`config.mk`:
```
export PLATFORM = sky130hd
export DESIGN_NAME = commit_scheduler_flat
export DESIGN_NICKNAME = d
export VERILOG_FILES = /design/src/rtl/ooo_pkg.sv /design/src/rtl/commit_scheduler_if.sv /design/src/rtl/commit_perf_ctr.sv /design/src/rtl/commit_scheduler.sv /design/src/flat_wrapper.sv
export SDC_FILE = /design/constraint.sdc
export NUM_CORES = 1
export LEC_CHECK = 0
export CORE_MARGIN = 2
export CORE_UTILIZATION = 50
export CTS_CLUSTER_SIZE = 30
export DETAILED_ROUTE_END_ITERATION = 6
export DONT_BUFFER_PORTS = 1
export PLACE_DENSITY = 0.68
export SLEW_MARGIN = 15
export SYNTH_ARGS = -nofsm -noshare
export SYNTH_HDL_FRONTEND = slang
export SYNTH_SLANG_ARGS = --single-unit
```
`constraint.sdc`:
```
create_clock -name clk -period 1.6 [get_ports clk]
set_clock_uncertainty 0.2 [all_clocks]
set_input_delay 0.08 -clock clk [delete_from_list [all_inputs] [get_ports clk]]
set_output_delay 0.08 -clock clk [all_outputs]
set_load 0.1 [all_outputs]
```
`src/rtl/ooo_pkg.sv`:
```
// Shared out-of-order core definitions: default datapath widths used by rename,
// reorder_buffer, reg_file and commit_scheduler, plus the commit FSM state type.
package ooo_pkg;

  localparam int unsigned PREG_W_DEF = 6;
  localparam int unsigned AREG_W_DEF = 5;
  localparam int unsigned DATA_W_DEF = 32;

  // Commit scheduler state encoding, kept as plain constants for legacy tools.
  typedef logic [1:0] sched_state_t;
  localparam sched_state_t IDLE  = 2'd0;
  localparam sched_state_t RUN   = 2'd1;
  localparam sched_state_t FLUSH = 2'd2;

  // Number of slots retired in one cycle (0, 1 or 2).
  function automatic logic [1:0] slot_count(input logic acc1, input logic acc2);
    return {1'b0, acc1} + {1'b0, acc2};
  endfunction

endpackage

```
`src/rtl/commit_scheduler_if.sv`:
```
// ROB-to-retire bundle of the commit scheduler: dual commit slots from the ROB,
// free-list release strobes, regfile write ports and status.
// master = ROB/pipeline side, slave = commit_scheduler.
interface commit_scheduler_if #(
  parameter int unsigned PREG_W = ooo_pkg::PREG_W_DEF,
  parameter int unsigned AREG_W = ooo_pkg::AREG_W_DEF,
  parameter int unsigned DATA_W = ooo_pkg::DATA_W_DEF
);

  logic              flush;
  logic              hold;

  logic              rob_commit_valid_1;
  logic              rob_commit_valid_2;
  logic [PREG_W-1:0] rob_commit_dest_1;
  logic [PREG_W-1:0] rob_commit_dest_2;
  logic [PREG_W-1:0] rob_free_oldDest_1;
  logic [PREG_W-1:0] rob_free_oldDest_2;
  logic [AREG_W-1:0] rob_commit_arch_1;
  logic [AREG_W-1:0] rob_commit_arch_2;
  logic [DATA_W-1:0] rob_commit_value_1;
  logic [DATA_W-1:0] rob_commit_value_2;
  logic              rob_commit_ready;

  logic              retire_valid1;
  logic              retire_valid2;
  logic [PREG_W-1:0] retire_phys_reg1;
  logic [PREG_W-1:0] retire_phys_reg2;
  logic [PREG_W-1:0] retire_cur_phys_reg1;
  logic [PREG_W-1:0] retire_cur_phys_reg2;

  logic              RegWrite1;
  logic              RegWrite2;
  logic [AREG_W-1:0] rd1;
  logic [AREG_W-1:0] rd2;
  logic [DATA_W-1:0] rd1_data;
  logic [DATA_W-1:0] rd2_data;

  logic [31:0]       commit_count;
  logic              busy;

  modport master (
    output flush, hold,
    output rob_commit_valid_1, rob_commit_valid_2,
    output rob_commit_dest_1, rob_commit_dest_2,
    output rob_free_oldDest_1, rob_free_oldDest_2,
    output rob_commit_arch_1, rob_commit_arch_2,
    output rob_commit_value_1, rob_commit_value_2,
    input  rob_commit_ready,
    input  retire_valid1, retire_valid2,
    input  retire_phys_reg1, retire_phys_reg2,
    input  retire_cur_phys_reg1, retire_cur_phys_reg2,
    input  RegWrite1, RegWrite2, rd1, rd2, rd1_data, rd2_data,
    input  commit_count, busy
  );

  modport slave (
    input  flush, hold,
    input  rob_commit_valid_1, rob_commit_valid_2,
    input  rob_commit_dest_1, rob_commit_dest_2,
    input  rob_free_oldDest_1, rob_free_oldDest_2,
    input  rob_commit_arch_1, rob_commit_arch_2,
    input  rob_commit_value_1, rob_commit_value_2,
    output rob_commit_ready,
    output retire_valid1, retire_valid2,
    output retire_phys_reg1, retire_phys_reg2,
    output retire_cur_phys_reg1, retire_cur_phys_reg2,
    output RegWrite1, RegWrite2, rd1, rd2, rd1_data, rd2_data,
    output commit_count, busy
  );

endinterface

```
`src/rtl/commit_perf_ctr.sv`:
```
// Retired-instruction counter: adds 0/1/2 per cycle, wraps mod 2^32,
// synchronous active-high reset. Only built with COMMIT_PERF_EN.
module commit_perf_ctr (
  input  logic        clk,
  input  logic        reset,
  input  logic [1:0]  inc,
  output logic [31:0] count
);

  // Accumulate retired slots; flush has no effect here.
  always_ff @(posedge clk) begin
    if (reset) begin
      count <= '0;
    end else begin
      count <= count + 32'(inc);
    end
  end

endmodule

```
`src/rtl/commit_scheduler.sv`:
```
// Commit scheduler: accepts up to two in-order commits per cycle from the ROB,
// registers them and presents free-list release and regfile write ports one
// cycle later. A flush opens a FLUSH_CYCLES blackout on new commits.
// Optional feature: define COMMIT_PERF_EN to build the commit_count counter;
// otherwise commit_count is tied to 0.
module commit_scheduler
  import ooo_pkg::*;
#(
  parameter int unsigned PREG_W       = PREG_W_DEF,
  parameter int unsigned AREG_W       = AREG_W_DEF,
  parameter int unsigned DATA_W       = DATA_W_DEF,
  parameter int unsigned FLUSH_CYCLES = 2
) (
  input logic               clk,
  input logic               reset,
  commit_scheduler_if.slave bus
);

  localparam int unsigned CntW = $clog2(FLUSH_CYCLES + 1) + 1;

  sched_state_t      state_q, state_d;
  logic [CntW-1:0]   cnt_q, cnt_d;

  logic              out_en;
  logic              ready;
  logic              acc1, acc2;
  logic              we1_d, we2_d;

  logic              v1_q, v2_q;
  logic              we1_q, we2_q;
  logic [PREG_W-1:0] old1_q, old2_q;
  logic [PREG_W-1:0] cur1_q, cur2_q;
  logic [AREG_W-1:0] rd1_q, rd2_q;
  logic [DATA_W-1:0] data1_q, data2_q;

  // Reset masks every output combinationally so an in-flight retire never
  // leaks out while reset is held.
  assign out_en = ~reset;

  assign ready = out_en & (state_q == RUN) & ~bus.hold & ~bus.flush;
  assign bus.rob_commit_ready = ready;

  // Slot 2 only retires behind slot 1 to keep commits in program order.
  assign acc1 = ready & bus.rob_commit_valid_1;
  assign acc2 = acc1 & bus.rob_commit_valid_2;

  // x0 is never written; on a same-rd pair the younger slot owns the write.
  assign we2_d = acc2 & (bus.rob_commit_arch_2 != '0);
  assign we1_d = acc1 & (bus.rob_commit_arch_1 != '0) &
                 ~(acc2 & (bus.rob_commit_arch_1 == bus.rob_commit_arch_2));

  // Next-state logic: IDLE -> RUN, flush blackout countdown in FLUSH.
  always_comb begin
    state_d = state_q;
    cnt_d   = cnt_q;
    case (state_q)
      IDLE: begin
        state_d = RUN;
      end
      RUN: begin
        if (bus.flush) begin
          state_d = FLUSH;
          cnt_d   = CntW'(FLUSH_CYCLES);
        end
      end
      FLUSH: begin
        if (bus.flush) begin
          cnt_d = CntW'(FLUSH_CYCLES);
        end else if (cnt_q <= CntW'(1)) begin
          // Last blackout cycle: resume commits on the following cycle.
          state_d = RUN;
          cnt_d   = '0;
        end else begin
          cnt_d = cnt_q - CntW'(1);
        end
      end
      default: begin
        state_d = IDLE;
        cnt_d   = '0;
      end
    endcase
  end

  // FSM state and blackout counter.
  always_ff @(posedge clk) begin
    if (reset) begin
      state_q <= IDLE;
      cnt_q   <= '0;
    end else begin
      state_q <= state_d;
      cnt_q   <= cnt_d;
    end
  end

  // Retire pipeline register; payload is zeroed for slots not accepted.
  always_ff @(posedge clk) begin
    if (reset) begin
      v1_q    <= 1'b0;
      v2_q    <= 1'b0;
      we1_q   <= 1'b0;
      we2_q   <= 1'b0;
      old1_q  <= '0;
      old2_q  <= '0;
      cur1_q  <= '0;
      cur2_q  <= '0;
      rd1_q   <= '0;
      rd2_q   <= '0;
      data1_q <= '0;
      data2_q <= '0;
    end else begin
      v1_q    <= acc1;
      v2_q    <= acc2;
      we1_q   <= we1_d;
      we2_q   <= we2_d;
      old1_q  <= acc1 ? bus.rob_free_oldDest_1 : '0;
      old2_q  <= acc2 ? bus.rob_free_oldDest_2 : '0;
      cur1_q  <= acc1 ? bus.rob_commit_dest_1  : '0;
      cur2_q  <= acc2 ? bus.rob_commit_dest_2  : '0;
      rd1_q   <= acc1 ? bus.rob_commit_arch_1  : '0;
      rd2_q   <= acc2 ? bus.rob_commit_arch_2  : '0;
      data1_q <= acc1 ? bus.rob_commit_value_1 : '0;
      data2_q <= acc2 ? bus.rob_commit_value_2 : '0;
    end
  end

  // Retire / regfile outputs and busy status, all masked by reset.
  always_comb begin
    bus.retire_valid1        = out_en & v1_q;
    bus.retire_valid2        = out_en & v2_q;
    bus.retire_phys_reg1     = out_en ? old1_q : '0;
    bus.retire_phys_reg2     = out_en ? old2_q : '0;
    bus.retire_cur_phys_reg1 = out_en ? cur1_q : '0;
    bus.retire_cur_phys_reg2 = out_en ? cur2_q : '0;
    bus.RegWrite1            = out_en & we1_q;
    bus.RegWrite2            = out_en & we2_q;
    bus.rd1                  = out_en ? rd1_q : '0;
    bus.rd2                  = out_en ? rd2_q : '0;
    bus.rd1_data             = out_en ? data1_q : '0;
    bus.rd2_data             = out_en ? data2_q : '0;
    bus.busy                 = out_en & ((state_q != RUN) | v1_q | v2_q);
  end

`ifdef COMMIT_PERF_EN
  logic [1:0]  perf_inc;
  logic [31:0] perf_count;

  assign perf_inc = slot_count(acc1, acc2);

  commit_perf_ctr u_commit_perf_ctr (
    .clk   (clk),
    .reset (reset),
    .inc   (perf_inc),
    .count (perf_count)
  );

  assign bus.commit_count = out_en ? perf_count : '0;
`else
  assign bus.commit_count = '0;
`endif

endmodule

```
`src/flat_wrapper.sv`:
```
// flat-port wrapper written by rule: the top's interface ports become plain ports
module commit_scheduler_flat import ooo_pkg::*;
#(
  parameter int unsigned PREG_W       = PREG_W_DEF,
  parameter int unsigned AREG_W       = AREG_W_DEF,
  parameter int unsigned DATA_W       = DATA_W_DEF,
  parameter int unsigned FLUSH_CYCLES = 2
)
  (clk, reset, bus_flush, bus_hold, bus_rob_commit_valid_1, bus_rob_commit_valid_2, bus_rob_commit_dest_1, bus_rob_commit_dest_2, bus_rob_free_oldDest_1, bus_rob_free_oldDest_2, bus_rob_commit_arch_1, bus_rob_commit_arch_2, bus_rob_commit_value_1, bus_rob_commit_value_2, bus_rob_commit_ready, bus_retire_valid1, bus_retire_valid2, bus_retire_phys_reg1, bus_retire_phys_reg2, bus_retire_cur_phys_reg1, bus_retire_cur_phys_reg2, bus_RegWrite1, bus_RegWrite2, bus_rd1, bus_rd2, bus_rd1_data, bus_rd2_data, bus_commit_count, bus_busy);
  commit_scheduler_if #(.PREG_W(PREG_W), .AREG_W(AREG_W), .DATA_W(DATA_W)) bus_i ();
  input logic clk;
  input logic reset;
  input wire logic [$bits(bus_i.flush)-1:0] bus_flush;
  input wire logic [$bits(bus_i.hold)-1:0] bus_hold;
  input wire logic [$bits(bus_i.rob_commit_valid_1)-1:0] bus_rob_commit_valid_1;
  input wire logic [$bits(bus_i.rob_commit_valid_2)-1:0] bus_rob_commit_valid_2;
  input wire logic [$bits(bus_i.rob_commit_dest_1)-1:0] bus_rob_commit_dest_1;
  input wire logic [$bits(bus_i.rob_commit_dest_2)-1:0] bus_rob_commit_dest_2;
  input wire logic [$bits(bus_i.rob_free_oldDest_1)-1:0] bus_rob_free_oldDest_1;
  input wire logic [$bits(bus_i.rob_free_oldDest_2)-1:0] bus_rob_free_oldDest_2;
  input wire logic [$bits(bus_i.rob_commit_arch_1)-1:0] bus_rob_commit_arch_1;
  input wire logic [$bits(bus_i.rob_commit_arch_2)-1:0] bus_rob_commit_arch_2;
  input wire logic [$bits(bus_i.rob_commit_value_1)-1:0] bus_rob_commit_value_1;
  input wire logic [$bits(bus_i.rob_commit_value_2)-1:0] bus_rob_commit_value_2;
  output wire logic [$bits(bus_i.rob_commit_ready)-1:0] bus_rob_commit_ready;
  output wire logic [$bits(bus_i.retire_valid1)-1:0] bus_retire_valid1;
  output wire logic [$bits(bus_i.retire_valid2)-1:0] bus_retire_valid2;
  output wire logic [$bits(bus_i.retire_phys_reg1)-1:0] bus_retire_phys_reg1;
  output wire logic [$bits(bus_i.retire_phys_reg2)-1:0] bus_retire_phys_reg2;
  output wire logic [$bits(bus_i.retire_cur_phys_reg1)-1:0] bus_retire_cur_phys_reg1;
  output wire logic [$bits(bus_i.retire_cur_phys_reg2)-1:0] bus_retire_cur_phys_reg2;
  output wire logic [$bits(bus_i.RegWrite1)-1:0] bus_RegWrite1;
  output wire logic [$bits(bus_i.RegWrite2)-1:0] bus_RegWrite2;
  output wire logic [$bits(bus_i.rd1)-1:0] bus_rd1;
  output wire logic [$bits(bus_i.rd2)-1:0] bus_rd2;
  output wire logic [$bits(bus_i.rd1_data)-1:0] bus_rd1_data;
  output wire logic [$bits(bus_i.rd2_data)-1:0] bus_rd2_data;
  output wire logic [$bits(bus_i.commit_count)-1:0] bus_commit_count;
  output wire logic [$bits(bus_i.busy)-1:0] bus_busy;
  assign bus_i.flush = bus_flush;
  assign bus_i.hold = bus_hold;
  assign bus_i.rob_commit_valid_1 = bus_rob_commit_valid_1;
  assign bus_i.rob_commit_valid_2 = bus_rob_commit_valid_2;
  assign bus_i.rob_commit_dest_1 = bus_rob_commit_dest_1;
  assign bus_i.rob_commit_dest_2 = bus_rob_commit_dest_2;
  assign bus_i.rob_free_oldDest_1 = bus_rob_free_oldDest_1;
  assign bus_i.rob_free_oldDest_2 = bus_rob_free_oldDest_2;
  assign bus_i.rob_commit_arch_1 = bus_rob_commit_arch_1;
  assign bus_i.rob_commit_arch_2 = bus_rob_commit_arch_2;
  assign bus_i.rob_commit_value_1 = bus_rob_commit_value_1;
  assign bus_i.rob_commit_value_2 = bus_rob_commit_value_2;
  assign bus_rob_commit_ready = bus_i.rob_commit_ready;
  assign bus_retire_valid1 = bus_i.retire_valid1;
  assign bus_retire_valid2 = bus_i.retire_valid2;
  assign bus_retire_phys_reg1 = bus_i.retire_phys_reg1;
  assign bus_retire_phys_reg2 = bus_i.retire_phys_reg2;
  assign bus_retire_cur_phys_reg1 = bus_i.retire_cur_phys_reg1;
  assign bus_retire_cur_phys_reg2 = bus_i.retire_cur_phys_reg2;
  assign bus_RegWrite1 = bus_i.RegWrite1;
  assign bus_RegWrite2 = bus_i.RegWrite2;
  assign bus_rd1 = bus_i.rd1;
  assign bus_rd2 = bus_i.rd2;
  assign bus_rd1_data = bus_i.rd1_data;
  assign bus_rd2_data = bus_i.rd2_data;
  assign bus_commit_count = bus_i.commit_count;
  assign bus_busy = bus_i.busy;
  commit_scheduler #(.PREG_W(PREG_W), .AREG_W(AREG_W), .DATA_W(DATA_W), .FLUSH_CYCLES(FLUSH_CYCLES)) u_core (.clk(clk), .reset(reset), .bus(bus_i));
endmodule
```
## Yosys cells after proc, flatten, opt, wreduce, memory -nomap -nowiden

Index checks and enable logic that the tools add are counted.

- Flip-flop bits (word level): 107
- Input port bits: 104
- Logic and storage cells: 69

- Reduce and logical (&&, ||, !) cells: 7
- Equality and inequality tests: 7
- Multiplexer cells: 16
- Bitwise operators: 23
- Order comparisons: 1
- Add/subtract/negate cells: 1

Operators with widths:

| operator | count |
|---|---|
| 32-bit 2-to-1 mux | 2 |
| 6-bit 2-to-1 mux | 4 |
| 1-bit bitwise AND | 14 |
| 5-bit 2-to-1 mux | 2 |
| 5-bit nonzero test | 2 |
| 3-bit 2-to-1 mux | 3 |
| 3-bit case mux with 3 select lines | 1 |
| 1-bit inverter | 7 |
| 2-bit 2-to-1 mux | 3 |
| 2-bit case mux with 3 select lines | 1 |
| 5-bit == test | 1 |
| 2-bit by 1-bit != test with 1-bit output, second input constant | 2 |
| 2-bit != test, second input constant | 2 |
| 2-bit OR reduction | 2 |
| 3-bit by 1-bit less-or-equal comparator with 1-bit output, second input constant | 1 |
| 3-bit AND reduction | 1 |
| 3-bit by 1-bit subtractor with 3-bit output, second input constant | 1 |
| 2-bit by 1-bit == test with 1-bit output, second input constant | 1 |
| 2-bit == test, second input constant | 1 |
| 2-bit zero test | 1 |
| 1-bit bitwise OR | 2 |
| 2-bit AND reduction | 1 |

## Logic depth before layout (Yosys ltp)

Gate-level depths: netlist of run 1.

- Word-level depth: 9
- Mapped depth: 8
- Gate-level depth less buffers: 6

## Worst setup path after synthesis of run 1

OpenSTA, ideal clock, no wires.

- Path type: flip-flop to output port
- Start: register u_core.state_q[1]
- End: output bus_rob_commit_ready
- Path buffers: 0
- Cell stages (with the launch flop): 5
- Path slack: -1469 ps
- Data required time: 1320 ps
- Arrival time: 2789 ps
- Cells stage by stage: dfxtp_1 -> inv_1 -> ha_1 -> nand2b_4 -> nor3_1

- Word-level cells in the longest chain between the ends: 4

RTL lines:

| item | RTL line | source |
|---|---|---|
| start, declared | commit_scheduler.sv:21 | `sched_state_t state_q, state_d;` |
| start signal, assigned | commit_scheduler.sv:90 | `state_q <= state_d;` |
| 2-bit by 1-bit == test with 1-bit output | commit_scheduler.sv:40 | `assign ready = out_en & (state_q == RUN) & ~bus.hold & ~bus.flush;` |
| 1-bit bitwise AND (3 in a row) | commit_scheduler.sv:40 |  |
| end, declared | flat_wrapper.sv:25 | `output wire logic [$bits(bus_i.rob_commit_ready)-1:0] bus_rob_commit_ready;` |

Every way passes these cells.

## Final worst setup path of run 1

- Start: register u_core.state_q[1]
- End: register u_core.data2_q[22]

- Word-level cells in the longest chain between the ends: 8

RTL lines:

| item | RTL line | source |
|---|---|---|
| 2-bit by 1-bit == test with 1-bit output | commit_scheduler.sv:40 |  |
| 1-bit bitwise AND (3 in a row) | commit_scheduler.sv:40 |  |
| 1-bit bitwise AND | commit_scheduler.sv:44 | `assign acc1 = ready & bus.rob_commit_valid_1;` |
| 1-bit bitwise AND | commit_scheduler.sv:45 | `assign acc2 = acc1 & bus.rob_commit_valid_2;` |
| 1-bit inverter (no line) | -- |  |
| 2-bit OR reduction (no line) | -- |  |
| end signal, assigned | commit_scheduler.sv:122 | `data2_q <= acc2 ? bus.rob_commit_value_2 : '0;` |
| end, declared | commit_scheduler.sv:34 | `logic [DATA_W-1:0] data1_q, data2_q;` |

Every way passes these cells.
A chain may end at the register's enable or synchronous reset.

==> flow_metrics.env, run 1 <==
export IMPL_hp_class="input pin to flip-flop"
export IMPL_critPathCaptureType="flip-flop"
export IMPL_initial_core_util_pct=51.2
export IMPL_pwr_share_clk_pct=28.7
export IMPL_yosys_warnings=0
export IMPL_min_path_cells=4
export IMPL_violations="hold timing, setup timing"
export IMPL_worstPathRequired_ns=1.71
export IMPL_clk_latency_ns=0.36
export IMPL_wl_um=14700
export IMPL_max_freq_mhz=564
export IMPL_cellInternalPower_uw=4150
export IMPL_cts_tree="done"
export IMPL_drive_gt1_share_pct=46.7
export IMPL_syn_avg_cell_area_um2=9.80
export IMPL_reg2reg_from="u_core.state_q[1]"
export IMPL_synthToLayoutAreaGrowth_pct=70.0
export IMPL_slew_viol_final=0
export IMPL_synthTopCellsByArea="dfxtp_1 51%, nor2b_1 15%, and2_1 7.5%, and3_1 7.3%, buf_4 5.9%"
export IMPL_final_util_pct=87.0
export IMPL_postRouteAntennaNets=0
export IMPL_synth_cell_types=33
export IMPL_synth_edf_count=0
export IMPL_fp_dieH_um=95.5
export IMPL_hp_start="bus_flush"
export IMPL_cts_htree_levels=3
export IMPL_routabilityCongestion=0.846
export IMPL_hold_buffers=101
export IMPL_ys_seq_area_share_pct=51.2
export IMPL_fill_cells=356
export IMPL_hold_viol=7
export IMPL_hpwl_um=6980
export IMPL_clock_path_buffers=2
export IMPL_netlist_area_um2=4180
export IMPL_cp_data_arrival_time_ns=1.88
export IMPL_cts_root_buf="clkbuf_8"
export IMPL_regToRegSetupSlack_ns=-0.17
export IMPL_synth_flop_cell="dfxtp_1"
export IMPL_vias_per_cell=4.98
export IMPL_cts_sink_count=107
export IMPL_rsz0062_at_grt="yes"
export IMPL_drv_cap=0
export IMPL_cp_max_fo=13
export IMPL_first_global_vias=3751
export IMPL_startpoint_type="flip-flop"
export IMPL_remaining_drc_errors=0
export IMPL_grt_pass1_wl_um=19100
export IMPL_holdPathEnd="u_core.cnt_q[2]"
export IMPL_dieWidth_um=95.5
export IMPL_finalCritPeriodShare_pct=111
export IMPL_rows=33
export IMPL_critPathKind="flip-flop to flip-flop"
export IMPL_switchingPower_uw=2040
export IMPL_status="complete, but fails checks"
export IMPL_antenna_found_initial=1
export IMPL_clk_pin_slew_ns=0.11
export IMPL_swShare_pct=33.0
export IMPL_placed_area_um2=5380
export IMPL_port_buffers=0
export IMPL_stdcell_area_um2=7110
export IMPL_yosysTopAreaCellShare_pct=51.2
export IMPL_ys_top_cells_by_count="107 x dfxtp_1, 102 x nor2b_1, 50 x and2_1, 49 x and3_1, 33 x buf_4"
export IMPL_synth_most_common_cell="dfxtp_1"
export IMPL_combPwrFrac_pct=26.6
export IMPL_peakVddDrop_v=0.000597
export IMPL_vias=3788
export IMPL_min_period_ns=1.77
export IMPL_numCtsBuffers=9
export IMPL_setup_viol=105
export IMPL_core_region_area_um2=8180
export IMPL_overflow=0
export IMPL_seq_area_um2=2150
export IMPL_power_leakage_uw=0.00316
export IMPL_drt_first_pass_iters=4
export IMPL_track_usage_pct=28.1
export IMPL_ff2ff_path_depth=8
export IMPL_io_pins=240
export IMPL_syn_inst=427
export IMPL_nets=761
export IMPL_die_area_um2=9110
export IMPL_multiInputGateArea_um2=2250
export IMPL_synth_seq_cells=107
export IMPL_power_density_nw_per_um2=871
export IMPL_synth_top_cell_by_area="dfxtp_1"
export IMPL_async_flop_share_pct=0
export IMPL_hold_slack_ns=-0.239
export IMPL_pwr_share_seq_pct=44.6
export IMPL_avgRoutedWirePerCell_um=19.4
export IMPL_fin_ws_ns=-0.173
export IMPL_grt_max_degree=106
export IMPL_r2r_end="u_core.data2_q[22]"
export IMPL_drt_iter0_drc=120
==> per-stage QoR <==
step                TNS, ns  cells  total power (uW)  setup slack [ns]
finish               -10.18    761              6200            -0.173
global route         -17.53    761              6410            -0.235
CTS                  -10.05    751              6050            -0.161
detailed placement    -8.06    626              4010            -0.133
global placement      -4.02    626              3980           -0.0755
floorplan            -41.68    458              3820            -0.492
==> worst max-delay path by stage <==
stage,start,to
3_5_place_dp,u_core.state_q[1],u_core.data2_q[2]
2_1_floorplan,reset,bus_rd1[0]
5_1_grt,u_core.state_q[1],u_core.data2_q[22]
4_1_cts,u_core.state_q[1],bus_rob_commit_ready
3_3_place_gp,u_core.state_q[0],u_core.cnt_q[1]
6_report,u_core.state_q[1],u_core.data2_q[22]
==> registers in the layout, summed over array words and instances (netlist names), 2 cells and up <==
signal,count
u_core.cur1_q,6
u_core.rd2_q,5
u_core.data2_q,32
u_core.cur2_q,6
u_core.cnt_q,3
u_core.data1_q,32
u_core.rd1_q,5
u_core.old2_q,6
u_core.old1_q,6
u_core.state_q,2
==> repair_timing <==
item,CTS,global route
pin swaps,2,6
resized for setup,19,36
cloned,3,8
setup endpoints to repair,106,107
setup buffers,5,2
hold endpoints to repair,107,7
==> cell families (layout without fill, tap and decap cells) <==
group,Yosys count,after routing,share of synthesized area [%]
DFF,107,107,51.2
AOI/OAI and AO/OA,17,17,2.60
buffers and inverters,65,262,9.21
other,1,33,0.0897
and+or+nand+nor,224,224,33.5
xor gates and xnor gates,5,5,1.05
muxes,1,1,0.239
adders and majority gates,7,7,2.09
==> power groups by stage <==
stage,Combinational (uW),Sequential (uW),Clock (uW)
CTS,1540,2760,1750
finish,1650,2770,1780
detailed placement,1190,2820,0
floorplan,1000,2820,0
global route,1730,2770,1910
global placement,1160,2810,0
==> placed cells by master, fill, tap and decap left out, drive strengths merged, types with 2 or more instances in the layout <==
| cell type | count |
|---|---|
| nor2 | 5 |
| dlygate4sd3 | 100 |
| dfxtp | 107 |
| nand2b | 2 |
| nor3 | 6 |
| xor2 | 4 |
| and2 | 50 |
| buf | 134 |
| or4 | 4 |
| nor2b | 102 |
| nand2 | 4 |
| o21ai | 3 |
| clkbuf | 16 |
| a21oi | 5 |
| clkinv | 2 |
| a31oi | 3 |
| and3 | 49 |
| conb | 32 |
| ha | 7 |
| inv | 9 |
==> worst max-delay path: stages, from the launching register on <==
cell and delay (ns):
dfxtp_2 0.34, inv_2 0.06, ha_4 0.15, nand2b_4 0.07, nor4b_4 0.23, buf_6 0.18
buf_12 0.15, clkbuf_16 0.16, and3_1 0.17
==> cell type report <==
cell class	instances	share of cell area, %
repair buffers	241	33.0
multi-input cells	286	31.7
flip-flops and latches	107	30.2
well taps	105	1.85
clock buffers	9	1.74
clock inverters	7	1.14
inverters	5	0.264
diodes	1	0.0352
==> per-layer routing <==
layer  part of all wire [%]  track usage [%]  wire length, um
met1                     37             30.4             5420
met2                     54             51.0             7900
met3                    7.1             7.67             1050
met4                    2.6             12.3              379
met5                      0                0                0
Power figures use the tool's default switching activity.
==> run 2: changes to the inputs <==
--- a/config.mk
+++ b/config.mk
@@ -5,7 +5,6 @@
 export SDC_FILE = /design/constraint.sdc
 export NUM_CORES = 1
 export LEC_CHECK = 0
-export CORE_MARGIN = 2
 export CORE_UTILIZATION = 50
 export CTS_CLUSTER_SIZE = 30
 export DETAILED_ROUTE_END_ITERATION = 6
==> constraint.sdc (replaced) <==
create_clock -name clk -period 1.4 [get_ports clk]
set_clock_uncertainty 0.2 [all_clocks]
set_input_delay 0.07 -clock clk [delete_from_list [all_inputs] [get_ports clk]]
set_output_delay 0.07 -clock clk [all_outputs]
set_load 0.1 [all_outputs]
==> flow_metrics.env, run 2 <==
export IMPL_dieWidth_um=93.5
export IMPL_yosysTopAreaCellShare_pct=51.2
export IMPL_grt_max_degree=106
export IMPL_synth_most_common_cell="dfxtp_1"
export IMPL_synth_edf_count=0
export IMPL_io_pins=240
export IMPL_syn_inst=427
export IMPL_clock_path_buffers=2
export IMPL_worst_endpoint="u_core.cnt_q[1]$_SDFFE_PP0P_/D"
export IMPL_async_flop_share_pct=0
export IMPL_rows=32
export IMPL_endpoint_type="register input"
export IMPL_synth_cell_types=33
export IMPL_synth_seq_cells=107
export IMPL_yosys_warnings=0
export IMPL_netlist_area_um2=4180
export IMPL_numCtsBuffers=9
export IMPL_toolErrorMsg="[ERROR DPL-0038] Utilization greater than 100%, impossible to legalize"
export IMPL_initial_core_util_pct=52.8
export IMPL_ys_seq_area_share_pct=51.2
export IMPL_lastStage="5_1_grt"
export IMPL_ys_top_cells_by_count="107 x dfxtp_1, 102 x nor2b_1, 50 x and2_1, 49 x and3_1, 33 x buf_4"
export IMPL_place_inst=624
export IMPL_synth_flop_cell="dfxtp_1"
export IMPL_hpwl_um=6980
export IMPL_fp_dieH_um=93.5
export IMPL_status="aborted with a tool error"
export IMPL_cts_htree_levels=3
export IMPL_port_buffers=0
export IMPL_syn_avg_cell_area_um2=9.80
export IMPL_synth_top_cell_by_area="dfxtp_1"
export IMPL_cts_sink_count=107
export IMPL_routabilityCongestion=0.845
export IMPL_cts_root_buf="clkbuf_8"
export IMPL_synthTopCellsByArea="dfxtp_1 51%, nor2b_1 15%, and2_1 7.5%, and3_1 7.3%, buf_4 5.9%"
[run 2: cell counts after synthesis]
Identical to the previous run, type by type.
[run 2: logic make-up after synthesis]
| group | synth area share, % |
|---|---|
| AO/OA/AOI/OAI | 2.60 |
| XOR/XNOR | 1.05 |
| adder cells (fa/ha/maj) | 2.09 |
| buffers and inverters | 9.21 |
| flip-flops | 51.2 |
| multiplexers | 0.239 |
| other | 0.0897 |
| AND/OR/NAND/NOR | 33.5 |
[run 2: timing repair]
item,in CTS
pin swaps,10
cloned,5
endpoints found under the hold margin,107
endpoints found under the setup margin,114
buffers inserted,15
hold buffers,101
gates resized for setup,28
[run 2: per-stage QoR]
stage / instance area (um2) / worst slack (ns) / setup TNS (ns) / hold slack [ns] / util [%]
floorplan: 4570 / -0.669 / -81.64 / -0.00624 / -
global placement: 5620 / -0.255 / -21.64 / -0.0471 / 70.9
detailed placement: 5620 / -0.329 / -26.10 / -0.0412 / 70.9
CTS: 7180 / -0.468 / -40.80 / -0.280 / 90.6
==> run 3: changes to the inputs <==
--- a/config.mk
+++ b/config.mk
@@ -5,11 +5,10 @@
 export SDC_FILE = /design/constraint.sdc
 export NUM_CORES = 1
 export LEC_CHECK = 0
-export CORE_UTILIZATION = 50
-export CTS_CLUSTER_SIZE = 30
+export CORE_UTILIZATION = 35
 export DETAILED_ROUTE_END_ITERATION = 6
 export DONT_BUFFER_PORTS = 1
-export PLACE_DENSITY = 0.68
+export PLACE_DENSITY_LB_ADDON = 0.15
 export SLEW_MARGIN = 15
 export SYNTH_ARGS = -nofsm -noshare
 export SYNTH_HDL_FRONTEND = slang
==> constraint.sdc (replaced) <==
create_clock -name clk -period 1.8 [get_ports clk]
set_clock_uncertainty 0.2 [all_clocks]
set_input_delay 0.09 -clock clk [delete_from_list [all_inputs] [get_ports clk]]
set_output_delay 0.09 -clock clk [all_outputs]
set_load 0.1 [all_outputs]
==> flow_metrics.env, run 3 (synthesized netlist as in run 1, its figures left out) <==
export IMPL_top_regs="u_core.data1_q: 32 flops, u_core.data2_q: 32 flops"
export IMPL_final_cell_mix="113 x buf_4, 103 x dlygate4sd3_1, 103 x dfxtp_1, 102 x nor2b_2, 50 x and2_1"
export IMPL_fill_cells=931
export IMPL_critPathLaunch="u_core.state_q[1]"
export IMPL_status="complete, but fails checks"
export IMPL_cts_htree_levels=3
export IMPL_grt_max_degree=106
export IMPL_placed_area_um2=5300
export IMPL_min_period_ns=1.75
export IMPL_power_uw=5690
export IMPL_final_common_cell="buf_4"
export IMPL_routabilityCongestion=0.804
export IMPL_hold_viol=0
export IMPL_antenna_cells=0
export IMPL_cp_cell_sequence="inv_2, buf_4, ha_4, nor3_4, nand2_1, or4_4, a21oi_2"
export IMPL_finalCritPeriodShare_pct=97.0
export IMPL_cp_data_arrival_time_ns=1.82
export IMPL_max_freq_mhz=573
export IMPL_hpwl_um=6790
export IMPL_first_global_vias=3425
export IMPL_cp_max_fo=4
export IMPL_numCtsBuffers=9
export IMPL_hold_slack_ns=0.0652
export IMPL_place_inst=656
export IMPL_finalNonFillerCells=781
export IMPL_fp_dieH_um=111
export IMPL_clk_latency_ns=0.34
export IMPL_hp_class="input pin to flip-flop"
export IMPL_fin_ws_ns=0.0543
export IMPL_drt_first_pass_iters=6
export IMPL_remaining_drc_errors=28
export IMPL_dieWidth_um=111
export IMPL_drv_cap=0
export IMPL_antenna_found_initial=0
export IMPL_port_buffers=0
export IMPL_stdcell_area_um2=6770
export IMPL_critPathKind="flip-flop to flip-flop"
export IMPL_critical_path_buf_inv_count=2
export IMPL_core_region_area_um2=11500
export IMPL_cts_tree="done"
export IMPL_vias=3444
export IMPL_power_leakage_uw=0.00305
export IMPL_power_density_nw_per_um2=841
export IMPL_clk_pin_slew_ns=0.07
export IMPL_clock_path_buffers=2
export IMPL_drive_gt1_share_pct=40.4
export IMPL_peakVddDrop_v=0.000625
export IMPL_slowest_delay_ns=0.41
export IMPL_synthToLayoutAreaGrowth_pct=61.8
export IMPL_violations="DRC"
export IMPL_overflow=0
export IMPL_die_area_um2=12400
export IMPL_io_pins=240
export IMPL_track_usage_pct=17.7
export IMPL_startpoint_type="flip-flop"
export IMPL_grt_pass1_wl_um=17400
export IMPL_crit_family="simple AND/OR/NAND/NOR gates"
export IMPL_cts_sink_count=107
export IMPL_nets=744
export IMPL_critPathCaptureType="flip-flop"
export IMPL_hp_start="bus_flush"
export IMPL_cpMaxStageDelayCell="or4_4"
export IMPL_regToRegSetupSlack_ns=0.05
export IMPL_reg2reg_from="u_core.state_q[1]"
export IMPL_postRouteAntennaNets=0
export IMPL_worstPathRequired_ns=1.87
export IMPL_cts_root_buf="clkbuf_16"
export IMPL_vias_per_cell=4.41
export IMPL_slew_viol_final=0
export IMPL_wl_um=11100
export IMPL_setup_viol=0
export IMPL_pre_cts_slack_ns=-0.111
export IMPL_drt_iter0_drc=149
export IMPL_initial_core_util_pct=36.3
export IMPL_rows=39
export IMPL_avgRoutedWirePerCell_um=14.2
[run 3: worst reg2reg max path, stage by stage (launching register included)]
cell     delay, ns
dfxtp_2       0.33
inv_2         0.05
buf_4         0.14
ha_4          0.17
nor3_4        0.18
nand2_1       0.08
or4_4         0.41
a21oi_2       0.12
[run 3: path summary, 6_finish.rpt]
check / end / depth (start not counted)
min: u_core.state_q[0] / 4
max reg2reg: u_core.cnt_q[2] / 7
max: u_core.cnt_q[2] / 7
min reg2reg: u_core.cnt_q[0] / 2
[run 3: stage by stage]
stage	setup TNS [ns]	util, %
2_1_floorplan	-18.67	-
3_3_place_gp	-0.0350	46.0
3_5_place_dp	-3.08	46.0
4_1_cts	0	57.9
5_1_grt	-0.0104	58.8
6_report	0	58.8
[run 3: where the power goes]
part           total, uW  switching [uW]  internal (uW)
Clock               1920             851           1070
Combinational       1320             820            497
Sequential          2450            24.8           2420
Total               5690            1700           3990
[run 3: repair_timing]
action                                 CTS  global route
hold buffers                           103             1
setup buffers                            4             1
setup endpoints to repair               85            47
endpoints found under the hold margin  107             1
cloned                                   0             1
pin swaps                                2             4
gates resized for setup                  6            14
[run 3: per-layer routing]
metal / wire (um) / track usage [%]
met1: 4330 / 19.4
met2: 5720 / 31.6
met3: 891 / 6.18
met4: 162 / 6.31
met5: 0 / 0
[run 3: cell type report]
class	count	area, um2	share of cell area [%]
sequential	107	2150	31.7
multi-input combinational	286	2100	31.1
timing repair buffer	224	2030	30.0
clock buffer	9	225	3.33
tap	143	179	2.64
clock inverter	7	66.3	0.980
inverter	5	18.8	0.277
